==> config.mk <==
export PLATFORM = sky130hd
export DESIGN_NAME = jk_bank_sequencer
export DESIGN_NICKNAME = d
export VERILOG_FILES = /design/src/rtl/jk_seq_pkg.sv /design/src/rtl/jk_key_debounce.sv /design/src/rtl/jk_bank_sequencer.sv
export SDC_FILE = /design/constraint.sdc
export NUM_CORES = 1
export LEC_CHECK = 0
export ABC_AREA = 1
export ABC_CLOCK_PERIOD_IN_PS = 1800
export CAP_MARGIN = 0
export CORE_ASPECT_RATIO = 0.7
export CORE_MARGIN = 2
export CORE_UTILIZATION = 51
export CTS_BUF_LIST = sky130_fd_sc_hd__clkbuf_4 sky130_fd_sc_hd__clkbuf_8
export CTS_CLUSTER_DIAMETER = 40
export DETAILED_ROUTE_END_ITERATION = 7
export PLACE_DENSITY = 0.83
export SYNTH_ARGS = -nofsm -noshare
export SYNTH_HDL_FRONTEND = slang
export SYNTH_SLANG_ARGS = --single-unit
export TNS_END_PERCENT = 100
==> constraint.sdc <==
create_clock -name clk -period 1.8 [get_ports clk]
set_clock_uncertainty 0.15 [all_clocks]
set_input_delay 0.45 -clock clk [delete_from_list [all_inputs] [get_ports clk]]
set_output_delay 0.45 -clock clk [all_outputs]
set_load 0.02 [all_outputs]
==> src/rtl/jk_seq_pkg.sv <==
// Shared definitions for the JK bank sequencer: command encodings, FSM states
// and the command-to-J/K mapping used when driving the bank.
package jk_seq_pkg;

    typedef enum logic [1:0] {
        CMD_HOLD   = 2'b00,
        CMD_RESET  = 2'b01,
        CMD_SET    = 2'b10,
        CMD_TOGGLE = 2'b11
    } cmd_e;

    typedef enum logic [2:0] {
        ST_IDLE    = 3'd0,
        ST_SETUP   = 3'd1,
        ST_PULSE   = 3'd2,
        ST_RELEASE = 3'd3,
        ST_CHECK   = 3'd4
    } state_e;

    // Returns {J,K} for a selected cell under the given command.
    function automatic logic [1:0] cmd_to_jk(input cmd_e cmd);
        logic [1:0] jk;
        case (cmd)
            CMD_RESET:  jk = 2'b01;
            CMD_SET:    jk = 2'b10;
            CMD_TOGGLE: jk = 2'b11;
            default:    jk = 2'b00;
        endcase
        return jk;
    endfunction

endpackage

==> src/rtl/jk_key_debounce.sv <==
// Push-button front end: two-flop synchroniser for the asynchronous active-low
// key, a stability counter, and a one-cycle pulse when a press is accepted.
module jk_key_debounce
    import jk_seq_pkg::*;
#(
    parameter int DEB_CYCLES = 16
) (
    input  logic clk,
    input  logic rst,
    input  logic key,
    output logic press
);

    localparam int CNT_W = (DEB_CYCLES > 1) ? $clog2(DEB_CYCLES + 1) : 1;

    logic             sync1_q, sync1_d;
    logic             sync2_q, sync2_d;
    logic             stable_q, stable_d;
    logic [CNT_W-1:0] cnt_q, cnt_d;
    logic             press_q, press_d;
    logic             pressed;

    // A new level is accepted only after it differs from the stable state for
    // DEB_CYCLES consecutive cycles; any return to the stable level restarts it.
    always_comb begin
        sync1_d  = key;
        sync2_d  = sync1_q;
        pressed  = ~sync2_q;
        stable_d = stable_q;
        cnt_d    = '0;
        press_d  = 1'b0;
        if (pressed != stable_q) begin
            if (cnt_q == CNT_W'(DEB_CYCLES - 1)) begin
                stable_d = pressed;
                press_d  = pressed;
            end else begin
                cnt_d = cnt_q + CNT_W'(1);
            end
        end
    end

    // Synchroniser and debounce state; reset leaves the key seen as released.
    always_ff @(posedge clk) begin
        if (rst) begin
            sync1_q  <= 1'b1;
            sync2_q  <= 1'b1;
            stable_q <= 1'b0;
            cnt_q    <= '0;
            press_q  <= 1'b0;
        end else begin
            sync1_q  <= sync1_d;
            sync2_q  <= sync2_d;
            stable_q <= stable_d;
            cnt_q    <= cnt_d;
            press_q  <= press_d;
        end
    end

    assign press = press_q;

endmodule

==> src/rtl/jk_bank_sequencer.sv <==
// Sequencer for a bank of master-slave JK cells. Each trigger runs
// SETUP -> PULSE -> RELEASE -> CHECK, tracks the expected bank contents and
// flags mismatches on bits that have been set or reset at least once.
// Optional auto-tick stepping is compiled in with `define JK_SEQ_AUTO_EN.
module jk_bank_sequencer
    import jk_seq_pkg::*;
#(
    parameter int N          = 4,
    parameter int DEB_CYCLES = 16,
    parameter int PULSE_W    = 2,
    parameter int AUTO_DIV   = 50_000_000
) (
    input  logic         clk,
    input  logic         rst,
    input  logic         key,
    input  logic [1:0]   mode,
    input  logic [N-1:0] sel,
    input  logic         auto_en,
    input  logic [N-1:0] q_fb,
    output logic [N-1:0] j,
    output logic [N-1:0] k,
    output logic         jk_clk,
    output logic         busy,
    output logic         done,
    output logic         err,
    output logic         overrun,
    output logic [7:0]   step_cnt
);

    localparam int PW_W = (PULSE_W > 1) ? $clog2(PULSE_W) : 1;

    logic key_press;
    logic trigger;

    jk_key_debounce #(
        .DEB_CYCLES(DEB_CYCLES)
    ) u_debounce (
        .clk  (clk),
        .rst  (rst),
        .key  (key),
        .press(key_press)
    );

`ifdef JK_SEQ_AUTO_EN
    localparam int DIV_W = (AUTO_DIV > 1) ? $clog2(AUTO_DIV) : 1;

    logic [DIV_W-1:0] div_q, div_d;
    logic             tick;

    // Free-running divider producing one tick every AUTO_DIV cycles while enabled.
    always_comb begin
        div_d = div_q;
        tick  = 1'b0;
        if (!auto_en) begin
            div_d = '0;
        end else if (div_q == DIV_W'(AUTO_DIV - 1)) begin
            div_d = '0;
            tick  = 1'b1;
        end else begin
            div_d = div_q + DIV_W'(1);
        end
    end

    // Divider register, cleared by reset.
    always_ff @(posedge clk) begin
        if (rst) begin
            div_q <= '0;
        end else begin
            div_q <= div_d;
        end
    end

    assign trigger = key_press | tick;
`else
    localparam int unused_auto_div = AUTO_DIV;
    logic unused_auto_en;

    assign unused_auto_en = auto_en;
    assign trigger        = key_press;
`endif

    state_e          state_q, state_d;
    logic [PW_W-1:0] pulse_cnt_q, pulse_cnt_d;
    cmd_e            mode_q, mode_d;
    logic [N-1:0]    sel_q, sel_d;
    logic [N-1:0]    exp_q, exp_d;
    logic [N-1:0]    valid_q, valid_d;
    logic [N-1:0]    j_q, j_d;
    logic [N-1:0]    k_q, k_d;
    logic            jk_clk_q, jk_clk_d;
    logic            busy_q, busy_d;
    logic            done_q, done_d;
    logic            err_q, err_d;
    logic            overrun_q, overrun_d;
    logic [7:0]      step_cnt_q, step_cnt_d;
    logic [1:0]      jk_bits;
    logic            drive;

    // Next-state logic, expected-state model, checking and the bank drive.
    // Outputs are decoded from the next state and registered so the bank
    // clock comes straight from a flop.
    always_comb begin
        state_d     = state_q;
        pulse_cnt_d = pulse_cnt_q;
        mode_d      = mode_q;
        sel_d       = sel_q;
        exp_d       = exp_q;
        valid_d     = valid_q;
        err_d       = err_q;
        overrun_d   = overrun_q;
        step_cnt_d  = step_cnt_q;
        jk_bits     = 2'b00;
        drive       = 1'b0;
        j_d         = '0;
        k_d         = '0;
        jk_clk_d    = 1'b0;
        busy_d      = 1'b0;
        done_d      = 1'b0;

        case (state_q)
            ST_IDLE: begin
                if (trigger) begin
                    mode_d  = cmd_e'(mode);
                    sel_d   = sel;
                    state_d = ST_SETUP;
                end
            end
            ST_SETUP: begin
                pulse_cnt_d = '0;
                state_d     = ST_PULSE;
            end
            ST_PULSE: begin
                if (pulse_cnt_q == PW_W'(PULSE_W - 1)) begin
                    state_d = ST_RELEASE;
                end else begin
                    pulse_cnt_d = pulse_cnt_q + PW_W'(1);
                end
            end
            ST_RELEASE: begin
                state_d = ST_CHECK;
                case (mode_q)
                    CMD_SET: begin
                        exp_d   = exp_q | sel_q;
                        valid_d = valid_q | sel_q;
                    end
                    CMD_RESET: begin
                        exp_d   = exp_q & ~sel_q;
                        valid_d = valid_q | sel_q;
                    end
                    CMD_TOGGLE: begin
                        exp_d = exp_q ^ sel_q;
                    end
                    default: begin
                        exp_d = exp_q;
                    end
                endcase
            end
            ST_CHECK: begin
                if (|(valid_q & (q_fb ^ exp_q))) begin
                    err_d = 1'b1;
                end
                step_cnt_d = step_cnt_q + 8'd1;
                state_d    = ST_IDLE;
            end
            default: begin
                state_d = ST_IDLE;
            end
        endcase

        if (trigger && (state_q != ST_IDLE)) begin
            overrun_d = 1'b1;
        end

        jk_bits  = cmd_to_jk(mode_d);
        drive    = (state_d == ST_SETUP) || (state_d == ST_PULSE) ||
                   (state_d == ST_RELEASE);
        j_d      = drive ? (sel_d & {N{jk_bits[1]}}) : '0;
        k_d      = drive ? (sel_d & {N{jk_bits[0]}}) : '0;
        jk_clk_d = (state_d == ST_PULSE);
        busy_d   = (state_d != ST_IDLE);
        done_d   = (state_d == ST_CHECK);
    end

    // Sequencer registers; reset aborts any step and drops the bank clock at once.
    always_ff @(posedge clk) begin
        if (rst) begin
            state_q     <= ST_IDLE;
            pulse_cnt_q <= '0;
            mode_q      <= CMD_HOLD;
            sel_q       <= '0;
            exp_q       <= '0;
            valid_q     <= '0;
            err_q       <= 1'b0;
            overrun_q   <= 1'b0;
            step_cnt_q  <= 8'd0;
            j_q         <= '0;
            k_q         <= '0;
            jk_clk_q    <= 1'b0;
            busy_q      <= 1'b0;
            done_q      <= 1'b0;
        end else begin
            state_q     <= state_d;
            pulse_cnt_q <= pulse_cnt_d;
            mode_q      <= mode_d;
            sel_q       <= sel_d;
            exp_q       <= exp_d;
            valid_q     <= valid_d;
            err_q       <= err_d;
            overrun_q   <= overrun_d;
            step_cnt_q  <= step_cnt_d;
            j_q         <= j_d;
            k_q         <= k_d;
            jk_clk_q    <= jk_clk_d;
            busy_q      <= busy_d;
            done_q      <= done_d;
        end
    end

    assign j        = j_q;
    assign k        = k_q;
    assign jk_clk   = jk_clk_q;
    assign busy     = busy_q;
    assign done     = done_q;
    assign err      = err_q;
    assign overrun  = overrun_q;
    assign step_cnt = step_cnt_q;

endmodule
Word-level counts from Yosys, hierarchy flattened

Index checks and enable logic that the tools add are counted.

Word-level logic and storage cells: 79
Latch bits: 0
Memory bits (writable): 0
ROM bits: 0
Register bits after elaboration: 48
Memories: 0

$add $sub $neg: 3
$lt $le $gt $ge: 0
Div/mod/pow operators: 0
Multipliers: 0
Eq/ne operators: 16
Shift operators: 0
Bitwise operators: 13
Reductions and logical operators: 17
Mux-type cells: 11

Operators with widths:

| cell                                                 | count |
|---|---|
| bitwise AND 4 bit                                    | 4 |
| equality test 3 x 2 -> 1 bit (second input constant) | 4 |
| one-hot mux 3 bit (4 select lines)                   | 1 |
| one-hot mux 4 bit (3 select lines)                   | 1 |
| nonzero test 3 bit                                   | 3 |
| adder 8 x 1 -> 8 bit (second input constant)         | 1 |
| equality test 2 bit (second input constant)          | 4 |
| two-way mux 4 bit                                    | 2 |
| bitwise OR 4 bit                                     | 2 |
| AND reduction 2 bit                                  | 4 |
| bitwise XOR 4 bit                                    | 2 |
| equality test 3 x 1 -> 1 bit (second input constant) | 2 |
| equality test 3 bit (second input constant)          | 2 |
| two-way mux 3 bit                                    | 2 |
| one-hot mux 2 bit (3 select lines)                   | 1 |
| OR reduction 3 bit                                   | 2 |
| adder 5 x 1 -> 5 bit (second input constant)         | 1 |
| equality test 5 x 4 -> 1 bit (second input constant) | 1 |
| equality test 2 x 1 -> 1 bit (second input constant) | 2 |
| two-way mux 2 bit                                    | 2 |
| NOT 1 bit                                            | 4 |
| NOT 4 bit                                            | 1 |
| OR reduction 2 bit                                   | 2 |
| OR reduction 4 bit                                   | 1 |
| other kinds (8)                                      | 9 |

Logic depth before layout (Yosys ltp)

Gate-level depths: netlist of run 1.

Depth in word-level cells: 7
Gate-level depth with buffers: 8
Mapped depth without buffers: 8

Modules after synthesis

From an unflattened synthesis of run 1, not the netlist that was laid out.

Cells, all modules: 259
Area total of the unflattened synthesis: 2097.0 um2

By module, submodules not included:

| module            | cells each | area an instance (um2) | times used |
|---|---|---|---|
| jk_bank_sequencer | 221        | 1759.2                 | 1 |
| jk_key_debounce   | 38         | 337.8                  | 1 |

Worst setup path before layout of run 1

No wires, ideal clock.

Path type: register to register
From: register u_debounce.cnt_q[0]
To: register u_debounce.cnt_q[3]
Data arrival time: 1.223 ns
Clock period less this slack: 1.430 ns
Stages on the path, launching flop included: 9
Slack: 0.370 ns
Path through: dfxtp_1 ha_1 nand2_1 nor2_1 ha_1 inv_1 nand3_1 a21oi_1 o21a_1

Cells in the longest elaborated chain, start to end: 2

Ends and longest elaborated chain:

| item                                                                         | line                  | text |
|---|---|---|
| start: declaration                                                           | jk_key_debounce.sv:19 | `logic [CNT_W-1:0] cnt_q, cnt_d;` |
| start signal: assignment                                                     | jk_key_debounce.sv:54 | `cnt_q <= cnt_d;` |
| parallel branches: the longest is 2 deep, another holds adder 5 x 1 -> 5 bit | n/a                   |  |

Parallel ways; which one is timed is not known.
A chain may end at the register's enable or synchronous reset.

Final worst setup path of run 1

From: register step_cnt_q[0] (netlist: step_cnt[0])
To: output port step_cnt[0]

RTL lines:

| item                     | line                     | text |
|---|---|---|
| start: declaration       | jk_bank_sequencer.sv:95  | `logic [7:0] step_cnt_q, step_cnt_d;` |
| start signal: assignment | jk_bank_sequencer.sv:210 | `step_cnt_q <= step_cnt_d;` |
| end: declaration         | jk_bank_sequencer.sv:27  | `output logic [7:0] step_cnt` |

No word-level cell between the ends.

==> summary.md, run 1 <==
| Metric | Value |
|---|---|
| Final hold violations | 0 |
| Synth Instances | around 250 |
| Largest net degree at the start of global routing | 18 |
| Synth unique cells | 27 |
| Critical Path RT | 1.20 ns |
| Commonest cells post-synth | dfxtp_1, nor2_1, nand2_1 |
| Synthesized Nets | roughly 280 |
| PortBufs | 33 |
| Count of final max-slew check failures | 0 |
| Async SR Flop Fraction | 0% |
| Worst path slowest cell | dfxtp_1 |
| Routed vias/inst | between 4 and 5 |
| Hold crit path type | reg -> reg |
| CP bufs+invs | 1 |
| Starting Density | a little over half |
| Period utilization | a little over 90% |
| Status | complete, no violations |
| Max Root-Sink Buffers | 2 |
| Num Clock Sinks | 48 |
| Final Wtd Congestion | around 0.78 |
| Slew headroom | just under 80% |
| CTS root buf | clkbuf_8 |
| Worst setup SP type | register |
| Main synth FF type | dfxtp_1 |
| Number of flops mapped to enable cells by yosys | 0 |
| Dominant cells by area after synthesis | dfxtp_1, ha_1, nor2_1 |
| Core area | slightly below 4000 um^2 |
| DR vias | roughly 1700 |
| Initial antenna violation count | 0 |
| Post-DR wirelength/cell | between 10 and 15 um |
| Global-route usage over all layers | 19.8% |
| Critical path fanouts, max | 4 |
| Die W | just under 80 um |
| Number of global-route vias before repair | ~1600 |
| Grt ovf | 0 |
| Crit-path cells | dlygate4sd2_1 |
| Num CTS Buffers | 5 |
| Mean post-synth cell area | just over 8 um^2 |
| Max stage delay on crit path | about 0.41 ns |
| Drt drc | 0 |
| Initial DRC Count | 97 |
| Pre-CTS setup slack | -0.0619 ns |
| Diode count | 0 |
| Ports | 35 |
| H-tree Lvls | 2 |
| Die Area | between 4000 and 5000 um^2 |
| Row Count | 19 |
| Synthesized area | around 2000 um^2 |
| Fin area | ~2500 um^2 |
| Crit path capture type | primary output |
| Critical path class | reg -> out |
| HPWL Detailed | around 3000 um |
| Power density cells | 749 nW/um^2 |
| Top cell family by delay on the critical path | flip-flops |
| Router iterations before antenna repair | 4 |
| Clock latency on the worst-skew pair | ~0.3 ns |
| Max cap viols | 0 |
| Slew @ Worst Pin | 0.335 ns |
| Yosys reg bits | 48 |
| Synth-to-layout area growth | 25.3% |
| Die height | between 50 and 60 um |
| Worst Path Arrival | roughly 1.1 ns |
| Final Setup Violations | 0 |
| Top cell type's share of synthesized area | 47.6% |
| Seq/Total Area, Yosys | 47.6% |
| Total Routed Length | 4000 um |
| Remaining antenna violation count | 0 |
| Max rail drop VDD | around 0.54 mV |
| Pwr Total | 1.90 mW |
| Area leader, netlist | dfxtp_1 |
| Register clock-pin slew on the reported worst setup and hold paths | roughly 0.090 ns |
| Area after DPL | approximately 2400 um^2 |
| Non-Filler Instances | ~350 |
| Final Critical Period | 1.67 ns |
| CTS tree | built |
| LEAKAGE | between 1 and 1.5 nW |
| Layout cell share with drive strength beyond 1 | a little over a tenth |
| Nets | around 320 |
| Setup slack, reg-to-reg | 0.19 ns |
| Setup TNS | 0 ns |
| Placed cell count | ~340 |
| Fmax | about 0.60 GHz |
| First-pass GRT wire length | approximately 6800 um |
| Synthesis Warnings | 0 |
| Setup ws final | 0.133 ns |
| CTS hold repair buffers | 0 |
| RSZ-0062 raised after global routing | no |
| Cell with the most instances after synthesis | dfxtp_1 |
## worst reg2reg max path, stage by stage (launching register included)
cell and delay, ns:
dfxtp_1 0.35, inv_2 0.10, nand2_4 0.08, nor2_4 0.13
nand2_2 0.19, o21ai_1 0.27, nand2_1 0.17, nor2_1 0.11
## metrics by stage
| stage | util (%) | hold slack (ns) |
|---|---|---|
| after floorplan | - | 0.239 |
| after global placement | 63.5 | 0.241 |
| after detailed placement | 63.5 | 0.259 |
| after CTS | 65.7 | 0.278 |
| after global routing | 65.7 | 0.288 |
| final | 65.7 | 0.271 |
## logic make-up (layout without fill, tap and decap cells)
| kind of cell | count (synthesis) | count (layout) | synth area share (%) |
|---|---|---|---|
| DFF | 48 | 48 | 47.6 |
| AOI/OAI and AO/OA | 37 | 37 | 10.2 |
| and+or+nand+nor | 112 | 112 | 25.3 |
| xor gates and xnor gates | 2 | 2 | 0.867 |
| buffers and inverters | 38 | 81 | 7.43 |
| adders and majority gates | 14 | 14 | 8.67 |
## report_power, final
group / switching, mW / total [mW] / leakage, nW / internal (mW)
sequential: 0.00137 / 1.06 / 0.387 / 1.06
combinational: 0.0239 / 0.0596 / 0.694 / 0.0356
clock: 0.361 / 0.772 / 0.0541 / 0.411
## sequential cells by signal (all words and copies together) (netlist names), 3 cells and up
| name | cells |
|---|---|
| sel_q | 4 |
| valid_q | 4 |
| exp_q | 4 |
| k | 4 |
| j | 4 |
| u_debounce.cnt_q | 5 |
| state_q | 3 |
| step_cnt | 8 |
## layout make-up
cell class | count | area [um^2]
clock buffer | 5 | 68.8
clock inverter | 3 | 42.5
inverter | 32 | 120
fill | 324 | 1320
timing repair buffer | 41 | 364
tap | 52 | 65.1
multi-input combinational | 165 | 910
sequential | 48 | 961
## layout by cell type, fill, tap and decap left out, types with 3 or more instances in the layout
master	n
nor2_2	3
ha_1	14
clkbuf_8	5
a22o_1	4
nand2_1	32
nor2_1	45
inv_2	3
nand2_2	3
o21ai_0	8
dlygate4sd2_1	21
nor3_1	7
o21ai_1	5
clkdlybuf4s50_1	12
a21oi_1	17
nand3_1	11
inv_1	29
dfxtp_1	48
buf_4	8
## metal layers
| layer | track usage [%] | vias to the layer above | wire length [um] |
|---|---|---|---|
| met5 | 0 | - | 0 |
| met4 | 5.42 | 0 | 32 |
| met3 | 5.79 | 3 | 223 |
| met2 | 31.1 | 43 | 1810 |
| met1 | 26.6 | 747 | 1930 |
| li1 | - | 879 | - |
## final timing paths
| kind | startpoint | to | cells after the start |
|---|---|---|---|
| min | u_debounce.sync1_q | u_debounce.sync2_q | 1 |
| min reg2reg | u_debounce.sync1_q | u_debounce.sync2_q | 1 |
| max | step_cnt[0] | step_cnt[0] | 1 |
| max reg2reg | state_q[1] | k[3] | 7 |
## timing repair
action / 4_1_cts / 5_1_grt
buffers inserted: 0 / 0
setup endpoints to repair: 21 / 0
resized for setup: 21 / 0
(Power assumes the default switching activity.)
==> run 2: changes to the inputs <==
--- a/config.mk
+++ b/config.mk
@@ -9,12 +9,11 @@
 export ABC_CLOCK_PERIOD_IN_PS = 1800
 export CAP_MARGIN = 0
 export CORE_ASPECT_RATIO = 0.7
-export CORE_MARGIN = 2
-export CORE_UTILIZATION = 51
+export CORE_UTILIZATION = 25
 export CTS_BUF_LIST = sky130_fd_sc_hd__clkbuf_4 sky130_fd_sc_hd__clkbuf_8
 export CTS_CLUSTER_DIAMETER = 40
 export DETAILED_ROUTE_END_ITERATION = 7
-export PLACE_DENSITY = 0.83
+export PLACE_DENSITY = 0.5
 export SYNTH_ARGS = -nofsm -noshare
 export SYNTH_HDL_FRONTEND = slang
 export SYNTH_SLANG_ARGS = --single-unit
==> summary.md, run 2 (synthesized netlist as in run 1, its figures left out) <==
| Metric | Value |
|---|---|
| Worst path slowest cell | dfxtp_1 (unchanged) |
| PortBufs | 33 (unchanged) |
| Num CTS Buffers | 5 (unchanged) |
| Grt ovf | 0 (unchanged) |
| Largest net degree at the start of global routing | 15 (was 18) |
| Critical Path RT | 1.20 ns (about the same) |
| Diode count | 0 (unchanged) |
| Area of the multi-input gates | 910 um^2 (unchanged) |
| Hold Slack | 0.267 ns (was 0.271 ns) |
| Max stage delay on crit path | 0.40 ns (was 0.41 ns) |
| CTS root buf | clkbuf_8 (unchanged) |
| Register clock-pin slew on the reported worst setup and hold paths | 0.09 ns (about the same) |
| CTS tree | built (unchanged) |
| Remaining antenna violation count | 0 (unchanged) |
| Ports | 35 (unchanged) |
| Commonest non-fill, non-tap cell in the layout | dfxtp_1 (unchanged) |
| H-tree Lvls | 2 (unchanged) |
| Router iterations before antenna repair | 4 (unchanged) |
| RSZ-0062 raised after global routing | no (unchanged) |
| Worst setup startpoint | step_cnt[3] (was step_cnt[0]) |
| Row Count | 27 (was 19) |
| Storage cell area | 961 um^2 (unchanged) |
| Synth-to-layout area growth | 28.3% (was 25.3%) |
| WP depth | 1 (unchanged) |
| Number of global-route vias before repair | 1464 (was 1604) |
| Crit-path cells | dlygate4sd2_1 (unchanged) |
| Slew @ Worst Pin | 0.365 ns (was 0.335 ns) |
| Layout cell share with drive strength beyond 1 | 10.3% (was 10.9%) |
| Final Wtd Congestion | 0.745 (was 0.780) |
| First-pass GRT wire length | 6870 um (was 6840 um) |
| Global-route usage over all layers | 10.8% (was 19.8%) |
| Period utilization | 91.7% (was 92.6%) |
| Nets | 319 (was 321) |
| Worst setup SP type | register (unchanged) |
| DR vias | 1616 (was 1672) |
| Critical path class | reg -> out (unchanged) |
| HPWL Detailed | 3090 um (was 3040 um) |
| Initial DRC Count | 60 (was 97) |
| Worst Path Arrival | 1.05 ns (was 1.07 ns) |
| Count of final max-slew check failures | 0 (unchanged) |
| Post-DR wirelength/cell | 10.6 um (was 11.6 um) |
| Max rail drop VDD | 0.419 mV (was 0.537 mV) |
| Die Area | 8450 um^2 (was 4490 um^2) |
| Hold crit path type | reg -> reg (unchanged) |
| Max Root-Sink Buffers | 2 (unchanged) |
| Commonest non-fill, non-tap cells in the layout | dfxtp_1, nor2_1, nand2_1, inv_1, dlygate4sd2_1 (unchanged) |
| LEAKAGE | 1.14 nW (about the same) |
| Final Critical Period | 1.65 ns (was 1.67 ns) |
| Slew headroom | 75.5% (was 77.5%) |
| Crit path capture type | primary output (unchanged) |
| Fmax | 0.606 GHz (was 0.600 GHz) |
| Top cell family by delay on the critical path | flip-flops (unchanged) |
| Max reg flops | 8 (unchanged) |
| CP bufs+invs | 1 (unchanged) |
| Status | complete, no violations (unchanged) |
| Crit Reg-Reg Endpoint | j[0] (was k[3]) |
| Die height | 77.2 um (was 56.7 um) |
| Starting Density | 25.8% (was 52.5%) |
| Routed vias/inst | 4.11 (was 4.83) |
| Clock latency on the worst-skew pair | 0.30 ns (about the same) |
| Core area | 7840 um^2 (was 3850 um^2) |
| Reg2reg path depth | 6 (was 7) |
| Worst r2r src | state_q[1] (unchanged) |
| Max cap viols | 0 (unchanged) |
| Post-CTS setup repair buffer count | 0 (unchanged) |
| Critical path fanouts, max | 5 (was 4) |
| Fin util | 33.1% (was 65.7%) |
| Num Clock Sinks | 48 (unchanged) |
| Drt drc | 0 (unchanged) |
| Worst setup path end | step_cnt[3] (was step_cnt[0]) |
| Setup slack, reg-to-reg | 0.23 ns (was 0.19 ns) |
| Final hold violations | 0 (unchanged) |
| Die W | 109 um (was 79.2 um) |
| Filler cell count | 836 (was 324) |
| Total Routed Length | 4170 um (was 4000 um) |
| Power density cells | 763 nW/um^2 (was 749 nW/um^2) |
| Final Setup Violations | 0 (unchanged) |
| Initial antenna violation count | 0 (unchanged) |
==> run 2: cell count changes in the layout (fill, tap and decap cells not counted), sizes merged <==
cell,change
buf,-2
clkbuf,+2
clkinv,-1
clkinvlp,-1
==> run 2: metrics by stage <==
step | instances | cell area, um^2 | total power, mW | setup WS, ns | TNS [ns]
2_1_floorplan | 251 | 2020 | 1.11 | 0.370 | 0
3_3_place_gp | 385 | 2490 | 1.15 | -0.0242 | -0.156
3_5_place_dp | 385 | 2490 | 1.15 | -0.0536 | -0.358
4_1_cts | 393 | 2590 | 2.00 | 0.124 | 0
5_1_grt | 393 | 2590 | 2.05 | 0.0542 | 0
6_report | 393 | 2590 | 1.98 | 0.150 | 0
==> run 2: power breakdown <==
| part | internal [mW] | leakage (nW) | switching [mW] |
|---|---|---|---|
| registers | 1.06 | 0.387 | 0.00147 |
| logic | 0.0343 | 0.685 | 0.0247 |
| clock network | 0.490 | 0.0645 | 0.365 |
==> run 2: repair_timing <==
| item | in CTS | in global routing |
|---|---|---|
| gates resized for setup | 21 | 0 |
| hold buffers | 0 | 0 |
| setup endpoints to repair | 21 | 0 |
==> run 2: metal layers <==
layer | share of wire [%] | GRT usage (%) | wire, um | up-vias
met5 | 0 | 0 | 0 | -
met4 | 1.7 | 4.80 | 73 | 0
met3 | 4.4 | 2.98 | 184 | 7
met2 | 37 | 14.8 | 1530 | 28
met1 | 57 | 15.6 | 2390 | 706
li1 | - | - | - | 875
==> run 2: layout make-up <==
type	instances	share of cell area [%]
sequential	48	37.1
tap	101	4.87
clock buffer	7	3.72
multi-input combinational	165	35.1
inverter	32	4.63
clock inverter	1	1.16
timing repair buffer	39	13.5
==> run 2: worst min path at each step <==
stage          cells past startpoint                 end  slack (ns)          startpoint
6_report                           1  u_debounce.sync2_q        0.27  u_debounce.sync1_q
3_3_place_gp                       1  u_debounce.sync2_q        0.24  u_debounce.sync1_q
5_1_grt                            1  u_debounce.sync2_q        0.29  u_debounce.sync1_q
4_1_cts                            1  u_debounce.sync2_q        0.27  u_debounce.sync1_q
2_1_floorplan                      1  u_debounce.sync2_q        0.24  u_debounce.sync1_q
3_5_place_dp                       1  u_debounce.sync2_q        0.25  u_debounce.sync1_q
==> run 3: changes to the inputs <==
--- a/config.mk
+++ b/config.mk
@@ -8,12 +8,14 @@
 export ABC_AREA = 1
 export ABC_CLOCK_PERIOD_IN_PS = 1800
 export CAP_MARGIN = 0
+export CELL_PAD_IN_SITES_DETAIL_PLACEMENT = 1
+export CELL_PAD_IN_SITES_GLOBAL_PLACEMENT = 1
 export CORE_ASPECT_RATIO = 0.7
 export CORE_UTILIZATION = 25
 export CTS_BUF_LIST = sky130_fd_sc_hd__clkbuf_4 sky130_fd_sc_hd__clkbuf_8
 export CTS_CLUSTER_DIAMETER = 40
 export DETAILED_ROUTE_END_ITERATION = 7
-export PLACE_DENSITY = 0.5
+export PLACE_DENSITY = 0.61
 export SYNTH_ARGS = -nofsm -noshare
 export SYNTH_HDL_FRONTEND = slang
 export SYNTH_SLANG_ARGS = --single-unit
==> summary.md, run 3 (synthesized netlist as in run 1, its figures left out) <==
| Metric | Value |
|---|---|
| Status | complete, no violations (unchanged) |
| Hold path depth | 1 (unchanged) |
| Sw Ratio | 19.9% (was 19.8%) |
| Diode count | 0 (unchanged) |
| Met1 GRT Util | 17.4% (was 15.6%) |
| Slew headroom | 76.6% (was 75.5%) |
| Post-CTS setup repair buffer count | 0 (unchanged) |
| Fin area | 2590 um^2 (unchanged) |
| Register clock-pin slew on the reported worst setup and hold paths | 0.08 ns (was 0.09 ns) |
| WP depth | 1 (unchanged) |
| Grt met2 use | 16.5% (was 14.8%) |
| Placed cell count | 387 (was 385) |
| Final Setup Violations | 0 (unchanged) |
| Worst setup startpoint | step_cnt[1] (was step_cnt[3]) |
| Worst Path Arrival | 1.03 ns (was 1.05 ns) |
| Layout cell share with drive strength beyond 1 | 10.9% (was 10.3%) |
| Max cap viols | 0 (unchanged) |
| Worst setup SP type | register (unchanged) |
| Hold crit path type | reg -> reg (unchanged) |
| Setup slack, reg-to-reg | 0.21 ns (was 0.23 ns) |
| Num Clock Sinks | 48 (unchanged) |
| Worst setup path end | step_cnt[1] (was step_cnt[3]) |
| H-tree Lvls | 2 (unchanged) |
| Critical Path RT | 1.20 ns (about the same) |
| Drt drc | 0 (unchanged) |
| Largest net degree at the start of global routing | 18 (was 15) |
| Pint | 1.52 mW (was 1.59 mW) |
| Clock share of power | 41.0% (was 43.2%) |
| Non-Filler Instances | 395 (was 393) |
| Ports | 35 (unchanged) |
| CP bufs+invs | 1 (unchanged) |
| Num CTS Buffers | 5 (unchanged) |
| HPWL Detailed | 3620 um (was 3090 um) |
| Post-DR wirelength/cell | 11.9 um (was 10.6 um) |
| Crit Reg-Reg Endpoint | u_debounce.cnt_q[3] (was j[0]) |
| Power density cells | 734 nW/um^2 (was 763 nW/um^2) |
| Global-route usage over all layers | 12.0% (was 10.8%) |
| CTS hold repair buffers | 0 (unchanged) |
| Slew @ Worst Pin | 0.350 ns (was 0.365 ns) |
| Number of global-route vias before repair | 1637 (was 1464) |
| Count of final max-slew check failures | 0 (unchanged) |
| CTS root buf | clkbuf_8 (unchanged) |
| Core area | 7840 um^2 (unchanged) |
| Pre-CTS setup slack | -0.0175 ns (was -0.0536 ns) |
| Die Area | 8450 um^2 (unchanged) |
| Router iterations before antenna repair | 4 (unchanged) |
| Clock latency on the worst-skew pair | 0.29 ns (was 0.30 ns) |
| Grt ovf | 0 (unchanged) |
| Flop pwr share | 55.9% (was 53.8%) |
| Worst r2r src | u_debounce.cnt_q[0] (was state_q[1]) |
| Grt met3 use | 3.57% (was 2.98%) |
| Final hold violations | 0 (unchanged) |
| Nets | 321 (was 319) |
| Final Wtd Congestion | 0.705 (was 0.745) |
| Commonest non-fill, non-tap cell in the layout | dfxtp_1 (unchanged) |
| Switching power of the nets | 379 uW (was 391 uW) |
| Initial antenna violation count | 0 (unchanged) |
| PortBufs | 33 (unchanged) |
| Max stage delay on crit path | 0.38 ns (was 0.40 ns) |
| Crit path capture type | primary output (unchanged) |
| Filler cell count | 960 (was 836) |
| Post-CTS resize count | 21 (unchanged) |
| Fin util | 33.1% (unchanged) |
| Max rail drop VDD | 0.314 mV (was 0.419 mV) |
| Area after DPL | 2510 um^2 (was 2490 um^2) |
| Period utilization | 90.5% (was 91.7%) |
| Row Count | 27 (unchanged) |
| Synth-to-layout area growth | 28.3% (unchanged) |
| First-pass GRT wire length | 7730 um (was 6870 um) |
| RSZ-0062 raised after global routing | no (unchanged) |
| Critical path fanouts, max | 4 (was 5) |
| Starting Density | 25.8% (unchanged) |
| CTS tree | built (unchanged) |
| Crit-path cells | dlygate4sd2_1 (unchanged) |
| Setup TNS | 0 ns (unchanged) |
| Fmax | 0.614 GHz (was 0.606 GHz) |
| Critical path class | reg -> out (unchanged) |
| Combinational Power Share | 3.0% (about the same) |
| Final Critical Period | 1.63 ns (was 1.65 ns) |
| Routed vias/inst | 4.28 (was 4.11) |
| GR peak layer | met1 (unchanged) |
| Die height | 77.2 um (unchanged) |
| Max reg flops | 8 (unchanged) |
| Reg2reg path depth | 8 (was 6) |
| Top cell family by delay on the critical path | flip-flops (unchanged) |
| Commonest non-fill, non-tap cells in the layout | dfxtp_1, nor2_1, nand2_1, inv_1, dlygate4sd2_1 (unchanged) |
| Remaining antenna violation count | 0 (unchanged) |
| Total Routed Length | 4680 um (was 4170 um) |
| Die W | 109 um (unchanged) |
| Worst path slowest cell | dfxtp_1 (unchanged) |
| LEAKAGE | 1.14 nW (about the same) |
| Max Root-Sink Buffers | 2 (unchanged) |
| Setup ws final | 0.171 ns (was 0.150 ns) |
| DR vias | 1689 (was 1616) |
| Initial DRC Count | 34 (was 60) |
run 3: changes by cell type in the layout (fill, tap and decap cells not counted), sizes merged:
cell / change
clkbuf: -1
clkinv: +1
buf: +2
run 3: worst min path at each step:
stage,to,start
6_report,u_debounce.sync2_q,u_debounce.sync1_q
5_1_grt,u_debounce.sync2_q,u_debounce.sync1_q
3_3_place_gp,u_debounce.sync2_q,u_debounce.sync1_q
2_1_floorplan,u_debounce.sync2_q,u_debounce.sync1_q
4_1_cts,u_debounce.sync2_q,u_debounce.sync1_q
3_5_place_dp,u_debounce.sync2_q,u_debounce.sync1_q
run 3: layer usage:
| layer | routed length [um] | part of all wire, % |
|---|---|---|
| met5 | 0 | 0 |
| met3 | 200 | 4.3 |
| met2 | 1870 | 40 |
| met4 | 51 | 1.1 |
| met1 | 2570 | 55 |
run 3: power groups by stage:
stage | logic (mW) | registers, mW | clock network, mW
after floorplan | 0.0177 | 1.09 | 0
after global placement | 0.0578 | 1.09 | 0
after detailed placement | 0.0587 | 1.09 | 0
after CTS | 0.0589 | 1.07 | 0.812
after global routing | 0.0637 | 1.07 | 0.868
final | 0.0575 | 1.06 | 0.781
run 3: layout make-up:
type,instances,area [um^2],share of cell area [%]
Clock buffer,6,76.3,2.94
Inverter,32,120,4.63
Timing Repair Buffer,41,364,14.0
Multi-Input combinational cell,165,910,35.1
Clock inverter,2,35.0,1.35
Sequential cell,48,961,37.1
Tap cell,101,126,4.87
run 3: per-stage QoR:
stage / power, mW / hold slack, ns
floorplan: 1.11 / 0.239
global placement: 1.15 / 0.242
detailed placement: 1.15 / 0.249
CTS: 1.94 / 0.270
global route: 2.00 / 0.281
finish: 1.90 / 0.267
